==> src/rtl/serial_sum_collector_if.sv <==
// Bit-stream input and word valid/ready output bundle for serial_sum_collector.
// The slave modport is the collector side; the master modport is the adder/consumer side.
interface serial_sum_collector_if #(
  parameter int WIDTH = 8
);
  logic             bit_valid;
  logic             frame_start;
  logic             S;
  logic             Cout;
  logic [WIDTH-1:0] word_data;
  logic             word_carry;
  logic             word_valid;
  logic             word_ready;
  logic             overrun;
  logic             clr_overrun;

  modport slave (
    input  bit_valid, frame_start, S, Cout, word_ready, clr_overrun,
    output word_data, word_carry, word_valid, overrun
  );

  modport master (
    output bit_valid, frame_start, S, Cout, word_ready, clr_overrun,
    input  word_data, word_carry, word_valid, overrun
  );
endinterface

==> src/rtl/serial_sum_collector.sv <==
// Assembles LSB-first serial sum bits into WIDTH-bit words with the final carry,
// and holds each word in a valid/ready output register with a sticky overrun flag.
module serial_sum_collector #(
  parameter int WIDTH = 8
) (
  input logic                  CLK,
  input logic                  RST,
  serial_sum_collector_if.slave bus
);
  localparam int CNT_W = $clog2(WIDTH);
  localparam logic [CNT_W-1:0] LAST = CNT_W'(WIDTH - 1);

  typedef enum logic [0:0] {
    IDLE    = 1'b0,
    COLLECT = 1'b1
  } state_t;

  state_t           state_r;
  logic [WIDTH-1:0] shift_r;
  logic [CNT_W-1:0] cnt_r;
  logic [WIDTH-1:0] word_data_r;
  logic             word_carry_r;
  logic             word_valid_r;
  logic             overrun_r;

  logic [WIDTH-1:0] asm_s;
  logic             complete_s;

  // Current shift contents with this cycle's bit merged in, and word-complete detect.
  always_comb begin
    asm_s        = shift_r;
    asm_s[cnt_r] = bus.S;
    complete_s   = (state_r == COLLECT) && bus.bit_valid && !bus.frame_start && (cnt_r == LAST);
  end

  // Bit collection FSM: frame_start always restarts a word, dropping any partial one.
  always_ff @(posedge CLK or posedge RST) begin
    if (RST) begin
      state_r <= IDLE;
      shift_r <= '0;
      cnt_r   <= '0;
    end else begin
      case (state_r)
        IDLE: begin
          if (bus.bit_valid && bus.frame_start) begin
            shift_r <= {{(WIDTH-1){1'b0}}, bus.S};
            cnt_r   <= CNT_W'(1);
            state_r <= COLLECT;
          end
        end
        COLLECT: begin
          if (bus.bit_valid) begin
            if (bus.frame_start) begin
              shift_r <= {{(WIDTH-1){1'b0}}, bus.S};
              cnt_r   <= CNT_W'(1);
            end else if (cnt_r == LAST) begin
              shift_r <= asm_s;
              cnt_r   <= '0;
              state_r <= IDLE;
            end else begin
              shift_r <= asm_s;
              cnt_r   <= cnt_r + CNT_W'(1);
            end
          end
        end
        default: begin
          state_r <= IDLE;
          cnt_r   <= '0;
        end
      endcase
    end
  end

  // Output register: a completed word refills it only if empty or draining this edge.
  always_ff @(posedge CLK or posedge RST) begin
    if (RST) begin
      word_data_r  <= '0;
      word_carry_r <= 1'b0;
      word_valid_r <= 1'b0;
      overrun_r    <= 1'b0;
    end else begin
      if (complete_s && (!word_valid_r || bus.word_ready)) begin
        word_data_r  <= asm_s;
        word_carry_r <= bus.Cout;
        word_valid_r <= 1'b1;
      end else if (word_valid_r && bus.word_ready) begin
        word_valid_r <= 1'b0;
      end

      if (complete_s && word_valid_r && !bus.word_ready) begin
        overrun_r <= 1'b1;
      end else if (bus.clr_overrun) begin
        overrun_r <= 1'b0;
      end
    end
  end

  assign bus.word_data  = word_data_r;
  assign bus.word_carry = word_carry_r;
  assign bus.word_valid = word_valid_r;
  assign bus.overrun    = overrun_r;
endmodule
==> src/flat_wrapper.sv <==
// flat-port wrapper written by rule: the top's interface ports become plain ports
module serial_sum_collector_flat 
#(
  parameter int WIDTH = 8
)
  (CLK, RST, bus_bit_valid, bus_frame_start, bus_S, bus_Cout, bus_word_ready, bus_clr_overrun, bus_word_data, bus_word_carry, bus_word_valid, bus_overrun);
  serial_sum_collector_if #(.WIDTH(WIDTH)) bus_i ();
  input logic CLK;
  input logic RST;
  input wire logic [$bits(bus_i.bit_valid)-1:0] bus_bit_valid;
  input wire logic [$bits(bus_i.frame_start)-1:0] bus_frame_start;
  input wire logic [$bits(bus_i.S)-1:0] bus_S;
  input wire logic [$bits(bus_i.Cout)-1:0] bus_Cout;
  input wire logic [$bits(bus_i.word_ready)-1:0] bus_word_ready;
  input wire logic [$bits(bus_i.clr_overrun)-1:0] bus_clr_overrun;
  output wire logic [$bits(bus_i.word_data)-1:0] bus_word_data;
  output wire logic [$bits(bus_i.word_carry)-1:0] bus_word_carry;
  output wire logic [$bits(bus_i.word_valid)-1:0] bus_word_valid;
  output wire logic [$bits(bus_i.overrun)-1:0] bus_overrun;
  assign bus_i.bit_valid = bus_bit_valid;
  assign bus_i.frame_start = bus_frame_start;
  assign bus_i.S = bus_S;
  assign bus_i.Cout = bus_Cout;
  assign bus_i.word_ready = bus_word_ready;
  assign bus_i.clr_overrun = bus_clr_overrun;
  assign bus_word_data = bus_i.word_data;
  assign bus_word_carry = bus_i.word_carry;
  assign bus_word_valid = bus_i.word_valid;
  assign bus_overrun = bus_i.overrun;
  serial_sum_collector #(.WIDTH(WIDTH)) u_core (.CLK(CLK), .RST(RST), .bus(bus_i));
endmodule
==> config.mk <==
export PLATFORM = sky130hd
export DESIGN_NAME = serial_sum_collector_flat
export DESIGN_NICKNAME = d
export VERILOG_FILES = /design/src/rtl/serial_sum_collector_if.sv /design/src/rtl/serial_sum_collector.sv /design/src/flat_wrapper.sv
export SDC_FILE = /design/constraint.sdc
export NUM_CORES = 1
export LEC_CHECK = 0
export CAP_MARGIN = 0
export CORE_MARGIN = 8
export CORE_UTILIZATION = 46
export DETAILED_ROUTE_END_ITERATION = 12
export MAX_ROUTING_LAYER = met4
export PLACE_DENSITY = 0.77
export SYNTH_ARGS = -nofsm -noshare
export SYNTH_HDL_FRONTEND = slang
export SYNTH_SLANG_ARGS = --single-unit
==> constraint.sdc <==
create_clock -name CLK -period 1.54 [get_ports CLK]
set_clock_uncertainty 0.1 [all_clocks]
set_input_delay 0.308 -clock CLK [delete_from_list [all_inputs] [get_ports CLK]]
set_output_delay 0.308 -clock CLK [all_outputs]
set_load 0.01 [all_outputs]
# Yosys cells after proc, flatten, opt, wreduce, memory -nomap -nowiden
# Index checks and enable logic that the tools add are counted.
[word_totals]
reg_bits = 23
input_bits = 8
output_inout_bits = 11
wordCells = 51
[op_classes]
add_sub_neg = 1
magnitude_cmp = 2
eq_ne = 3
muxes = 21
n_bitwise = 1
n_reduce_logical = 16
[op_table]
columns = ["op", "n"]
rows = [
  ["8-bit 2-to-1 mux", 3],
  ["8-bit one-hot mux with 2 select lines", 1],
  ["3-bit 2-to-1 mux", 4],
  ["1-bit logical AND", 9],
  ["1-bit 2-to-1 mux", 9],
  ["8-bit bitwise mux", 1],
  ["3-bit one-hot mux with 2 select lines", 1],
  ["3-bit by 4-bit less-than comparator with 1-bit output, second input constant", 1],
  ["2-bit nonzero test", 2],
  ["3-bit by 1-bit adder with 3-bit output, second input constant", 1],
  ["1-bit demux with 3-bit select", 1],
  ["3-bit equality test, second input constant", 1],
  ["3-bit by 1-bit greater-or-equal comparator with 1-bit output, second input constant", 1],
  ["1-bit zero test", 3],
  ["2-bit by 1-bit inequality test with 1-bit output, second input constant", 1],
  ["2-bit inequality test, second input constant", 1],
  ["1-bit one-hot mux with 2 select lines", 1],
  ["2-bit AND reduction", 1],
  ["1-bit logical OR", 1],
  ["1-bit inverter", 1],
]

# Logic depth before layout (Yosys ltp)
[depth]
depth_word = 8
depth_mapped = 5
depth_no_buf = 5

# Worst setup path before layout
# No wires, ideal clock.
[synth_path]
path_type = "reg2reg"
start = "register u_core.cnt_r[0]"
end = "register u_core.word_carry_r (netlist: u_core.bus.word_carry)"
setup_time_ps = 125
arrival_time_ps = 1328
required_ps = 1315
setup_slack_ps = -13
stages_incl_launch_ff = 6
n_path_buf = 1
synth_period_minus_slack_ps = 1553
cell_sequence = "dfrtp_1 > ha_1 > ha_1 > and3_1 > buf_6 > mux2_4"
[synth_between]
elab_chain_len = 3
[synth_lines]
columns = ["element", "line_no", "source"]
rows = [
  ["from (decl)", "serial_sum_collector.sv:20", "logic [CNT_W-1:0] cnt_r;"],
  ["from (signal assigned)", "serial_sum_collector.sv:62", "cnt_r <= cnt_r + CNT_W'(1);"],
  ["3-bit equality test", "serial_sum_collector.sv:33", "complete_s = (state_r == COLLECT) && bus.bit_valid && !bus.frame_start && (cnt_r == LAST);"],
  ["1-bit logical AND", "serial_sum_collector.sv:33", ""],
  ["1-bit logical AND", "serial_sum_collector.sv:82", "if (complete_s && (!word_valid_r || bus.word_ready)) begin"],
  ["to (signal assigned)", "serial_sum_collector.sv:84", "word_carry_r <= bus.Cout;"],
  ["to (decl)", "serial_sum_collector.sv:22", "logic word_carry_r;"],
]
# Every way passes these cells.
# A chain may end at the register's enable or synchronous reset.

# Worst setup path in the final report
[layout_path]
start = "register u_core.cnt_r[0]"
end = "register u_core.word_data_r[6] (netlist: u_core.bus.word_data[6])"
[layout_between]
elab_chain_len = 5
elab_cells_between_ends = 9
classes_between = "2 x order compare; 1 x eq/ne; 3 x mux; 3 x reduce/logical"
[layout_lines]
columns = ["element", "line_no", "source"]
rows = [
  ["3-bit by 4-bit less-than comparator with 1-bit output (not written as such) / 3-bit by 1-bit greater-or-equal comparator with 1-bit output (equally long branches)", "serial_sum_collector.sv:32", "asm_s[cnt_r] = bus.S;"],
  ["1-bit logical AND (not written as such)", "serial_sum_collector.sv:32", ""],
  ["1-bit 2-to-1 mux (not written as such)", "serial_sum_collector.sv:32", ""],
  ["1-bit demux with 3-bit select", "--", ""],
  ["8-bit bitwise mux", "serial_sum_collector.sv:32", ""],
  ["to (signal assigned)", "serial_sum_collector.sv:83", "word_data_r <= asm_s;"],
  ["to (decl)", "serial_sum_collector.sv:21", "logic [WIDTH-1:0] word_data_r;"],
]
# Parallel ways exist; a longest one is shown, timed or not.

==> run_results.csv <==
group,metric,value,unit
run_status,status,"finished clean",
drt,wirelength,2.22,mm
synthesis,synth_top_flop_cell,"dfrtp_1",
pwr,leakage,0.683,nW
clocking,htree_levels,1,
critical_path,worst-setup-path-type,"flip-flop to flip-flop",
timing,fin_hold_ws,0.218,ns
drt,drc,0,
synthesis,synth-edff-count,0,
layout,register_area,577,sq um
synthesis,yosysWarnings,0,
drt,vias,806,
timing,setup_viol,0,
synthesis,ys_types,23,
global_route,grt_pass1_vias,851,
global_route,antenna_found_initial,0,
clocking,cts_tree,"done",
placed_design,gp_congestion,0.775,
floorplan,die_h,64.8,microns
run,drv_cap,0,
critical_path,r2r_cells,4,
placed_design,post_dp_cell_area,0.00138,sq mm
layout,final_area,0.00143,sq mm
critical_path,crit_fanout,10,
min_path,hold_class,"input port to asynchronous set/reset pin",
clocking,clock_latency,0.31,ns
timing,tightest_slew,0.302,ns
floorplan,ios,19,
clocking,cts_root_buf,"clkbuf_4",
pwr,vdd_drop_max,0.000659,V
pwr,finalPower,1.39,mW
drt,drt_iter0_drc,20,
timing,finalMaxSlewViolations,0,
global_route,grt_max_degree,24,
drt,postRouteAntennaNets,0,
timing,fmax,0.666,GHz
critical_path,crit_path_end_kind,"flip-flop",
critical_path,r2r-start,"u_core.cnt_r[0]",
critical_path,startpoint,"u_core.cnt_r[0]",
synthesis,syn_avg_cell_area,11.4,sq um
synthesis,synth.cell_area,0.00109,sq mm
synthesis,synth_top_area_frac,0.526,
timing,rsz0062_at_grt,"true",
synthesis,ys_seq_elements,23,
global_route,grt_pass1_wl,3.74,mm
timing,max_slew_margin,0.798,
placed_design,portBuffers,18,
floorplan,start_util,0.490,
synthesis,synthTopCellsByCount,"dfrtp_1, mux2i_1, nand2_1",
placed_design,dp_hpwl,1.59,mm
layout,multi_input_area,488,sq um
synthesis,syn_inst,96,
layout,antennaDiodeCount,0,
drt,first_pass_iters,4,
floorplan,rows,17,
synthesis,syn_nets,106,
layout,drive_above_1_share,0.248,
clocking,cts_hold_buf,0,
clocking,clk_pin_slew,0.13,ns
clocking,cts_sinks,23,
synthesis,synthArstFlopShare,1.00,
layout,fill_cells,192,
layout,area_growth,30.3,%
synthesis,yosys-top-cells-area,"dfrtp_1, mux2i_1, mux2_4",
timing,hold_viol,0,
timing,fin_crit,1.50,ns
clocking,cts_buffers,3,
synthesis,synth_most_common_cell,"dfrtp_1",
drt,avgViaCountPerCell,5.27,
synthesis,yosysTopAreaCell,"dfrtp_1",
synthesis,seq_area_frac_synth,0.526,
timing,min_period_over_period,0.975,
floorplan,core,0.00223,sq mm
global_route,grt_use_total,0.114,
global_route,grt_overflow,0,
layout,nNetsFinal,136,
drt,post_drt_wl_per_cell,14.5,microns
floorplan,die_x,64.8,microns
critical_path,cp.arrival,1.61,ns
critical_path,crit_required,1.65,ns
clocking,cts_buffer_depth,2,
floorplan,dieArea,0.00419,sq mm
pwr,powerDensity,973,mW/mm^2
layout,post-route-util,0.638,
critical_path,start_kind,"flip-flop",
==> sequential cells by signal (all words and copies together) (netlist names) <==
name,flops
u_core.bus.word_data,8
u_core.shift_r,8
u_core.cnt_r,3
u_core.bus.overrun,1
u_core.bus.word_carry,1
u_core.bus.word_valid,1
u_core.state_r,1
==> placed cells by master (no fill, tap or decap), types with 2 or more instances in the layout <==
cell,n
nor3b_2,3
nand2_1,11
dfrtp_1,22
buf_4,12
clkdlybuf4s50_1,7
mux2_2,2
mux2_4,3
dlygate4sd2_1,11
nand3b_1,3
nor2b_1,2
inv_1,8
clkbuf_4,3
o21ai_0,6
mux2i_1,11
a22o_1,5
==> timing repair <==
action,4_1_cts,5_1_grt
gates cloned,0,0
resized for setup,12,9
endpoints found under the setup margin,20,13
buffers inserted,0,0
==> routing by layer <==
layer	vias to the layer above	share of wire	global-route usage
met5	-	0	-
met3	4	0.022	0.0206
li1	388	-	-
met1	403	0.44	0.132
met2	11	0.52	0.185
met4	0	0.011	0.0572
==> area by class of cell <==
type	count	area share
Multi-Input combinational cell	59	0.342
Inverter	8	0.0211
Clock buffer	3	0.0158
Clock inverter	1	0.00351
Tap cell	28	0.0246
Timing Repair Buffer	31	0.188
Sequential cell	23	0.405
==> logic make-up (layout without fill, tap and decap cells) <==
logic type | Yosys count | in the layout | share of synthesized area
AOI/OAI and AO/OA | 14 | 14 | 0.0858
adders and majority gates | 2 | 2 | 0.0229
buffers and inverters | 14 | 43 | 0.0618
DFF | 23 | 23 | 0.526
muxes | 17 | 17 | 0.172
and+or+nand+nor | 26 | 26 | 0.132
==> worst max-delay path, cell delays in order (launching register included) <==
cell and delay (ns):
dfrtp_1 0.40, buf_4 0.18, nand3b_1 0.17, mux2_2 0.29, mux2_4 0.26
==> worst paths after layout <==
path	endpoint	slack [ns]
setup / recovery	u_core.bus.word_data[6]	0.04
setup reg to reg	u_core.bus.word_data[6]	0.04
hold / removal	u_core.bus.word_data[5]	0.22
max in group asynchronous	u_core.cnt_r[2]	0.87
min in group CLK	u_core.shift_r[3]	0.40
hold reg to reg	u_core.shift_r[3]	0.40
==> report_power, final <==
part	leakage, nW	internal [mW]	switching [mW]
Sequential	0.278	0.680	0.0470
Clock	0.0177	0.0971	0.180
Combinational	0.387	0.195	0.187
==> per-stage QoR <==
stage / setup WS [ns] / setup TNS (ns) / cells
after floorplan: 0.0151 / 0 / 96
after global placement: -0.301 / -3.31 / 150
after detailed placement: -0.352 / -3.83 / 150
after CTS: 0.00649 / 0 / 154
after global routing: -0.0190 / -0.0190 / 153
final: 0.0384 / 0 / 153
Note: power is estimated with default switching activity, not from simulation.
==> edit, RTL diff (config.mk and constraints unchanged) <==
Reset style: synchronous (`RST`), changed in 2 clocked blocks.
--- a/src/rtl/serial_sum_collector.sv
+++ b/src/rtl/serial_sum_collector.sv
@@ -34,7 +34,7 @@
   end
 
   // Bit collection FSM: frame_start always restarts a word, dropping any partial one.
-  always_ff @(posedge CLK or posedge RST) begin
+  always_ff @(posedge CLK) begin
     if (RST) begin
       state_r <= IDLE;
       shift_r <= '0;
@@ -72,7 +72,7 @@
   end
 
   // Output register: a completed word refills it only if empty or draining this edge.
-  always_ff @(posedge CLK or posedge RST) begin
+  always_ff @(posedge CLK) begin
     if (RST) begin
       word_data_r  <= '0;
       word_carry_r <= 1'b0;
Check against the original RTL: differs if RST is asserted again (counterexample within 10 cycles, from zero or initial values and one cycle with RST high); with RST held inactive, the same outputs for 10 cycles.
==> edit against the original RTL <==
Synthesized cell count up 31%; first-iteration DRC count rose to 3.2 times the old value; design area up 3.9%; sequential cell count unchanged; synthesized area up 4.8%; wire length up 24%; worst setup slack better by 0.069 ns; count of clock-buffer cells in the layout up 1; critical endpoint is now u_core.bus.word_data[2]$_SDFFE_PP0P_.
Power is not compared: it rests on default switching activity, and its combinational part moved more than twofold at a synthesized area within 25%.
==> edit: results (changes against the original RTL) <==
* M1 GR Usage at 16.3% (+3.2 points)
* Starting DRT DRC Count at 63 (+220%)
* Largest net degree at the start of global routing at 14 (-42%)
* Post-synthesis sequential area ratio at 40.2% (-12 points)
* Synth Net Count at 136 (+28%)
* First-pass GRT wire length at 4630 um (+24%)
* Dpl ws at -0.211 ns (+0.141 ns)
* Post-DP HPWL at 2070 um (+30%)
* Hold WS at 0.398 ns (+0.180 ns)
* Family with the most delay on the worst path: flip-flops
* Routability cong. at 0.848 (+9.4%)
* Final period utilization at 93.0% (-4.5 points)
* GRT Total Usage at 13.7% (+2.3 points)
* Vias in the first global route at 992 (+17%)
* GR Layer Usage met3 at 3.90% (+1.8 points)
* Reg-to-reg critical path endpoint: u_core.bus.word_data[2]$_SDFFE_PP0P_
* Placed cell area at 1440 sq um (+4.4%)
* Hold Path Cell Cnt at 2
* Vias per cell at 5.82 (+10%)
* Setup crit start: u_core.cnt_r[1]$_SDFFE_PP0P_
* Metal3 WL at 212 um (+320%)
* Unique masters post-synth at 31 (+35%)
* Hold WC Path Type: flip-flop to flip-flop
* CP max stage delay at 0.38 ns (-0.02 ns)
* Layout cells sized above 1 at 19.9% (-4.9 points)
* CP max-delay cell: dfxtp_1
* Top cells by count, synth: dfxtp_1 (23), a31oi_1 (12), mux2i_1 (8), nand2_1 (8), a211oi_1 (7)
* Per-cell routed wire length at 15.3 um (+5.1%)
* Layout net count at 162 (+19%)
* Met2 wire length at 1260 um (+8.5%)
* GR met2 Demand/Resource at 21.4% (+2.9 points)
* Actual slew at the worst max-slew pin at 0.259 ns (-0.0426 ns)
* Worst reg-to-reg setup slack at 0.11 ns (+0.07 ns)
* Run status: finished clean
* WL met1 at 1260 um (+28%)
* CTS max path bufs at 2 (unchanged)
* Fill cell count at 222 (+16%)
* Leading post-synthesis cells by cell area: dfxtp_1 (40%), mux2i_1 (7.0%), a31oi_1 (6.6%), a211oi_1 (4.6%), a22oi_1 (3.9%)
edit: changes by cell type in the layout (fill, tap and decap cells not counted), moves of 7 or more:
cell,unedited run,this run
dfrtp_1,22,0
a31oi_1,0,12
dfxtp_1,0,21
a211oi_1,0,7
edit: repair_timing:
item                       4_1_cts  5_1_grt
buffers inserted                 0        0
hold endpoints to repair         0        0
resized for setup               11        8
setup endpoints to repair       11       10
edit: layout make-up:
cell class                 instances  area (sq um)  area share [%]
clock buffer                       4          26.3            1.78
tap                               30          37.5            2.54
multi-input combinational         87           623            42.1
inverter                           2          7.51           0.507
timing repair buffer              35           323            21.8
sequential                        23           463            31.3
edit: cells by family after synthesis:
group	Yosys count	synth area share (%)
and+or+nand+nor	39	20.7
AOI/OAI and AO/OA	38	22.5
DFF	23	40.2
buffers and inverters	16	7.42
muxes	8	6.99
adders and majority gates	2	2.18
edit: power by group:
part	switching (mW)	internal, mW	total (mW)
Sequential	0.00598	0.601	0.607
Clock	0.179	0.101	0.280
Combinational	0.0542	0.0567	0.111
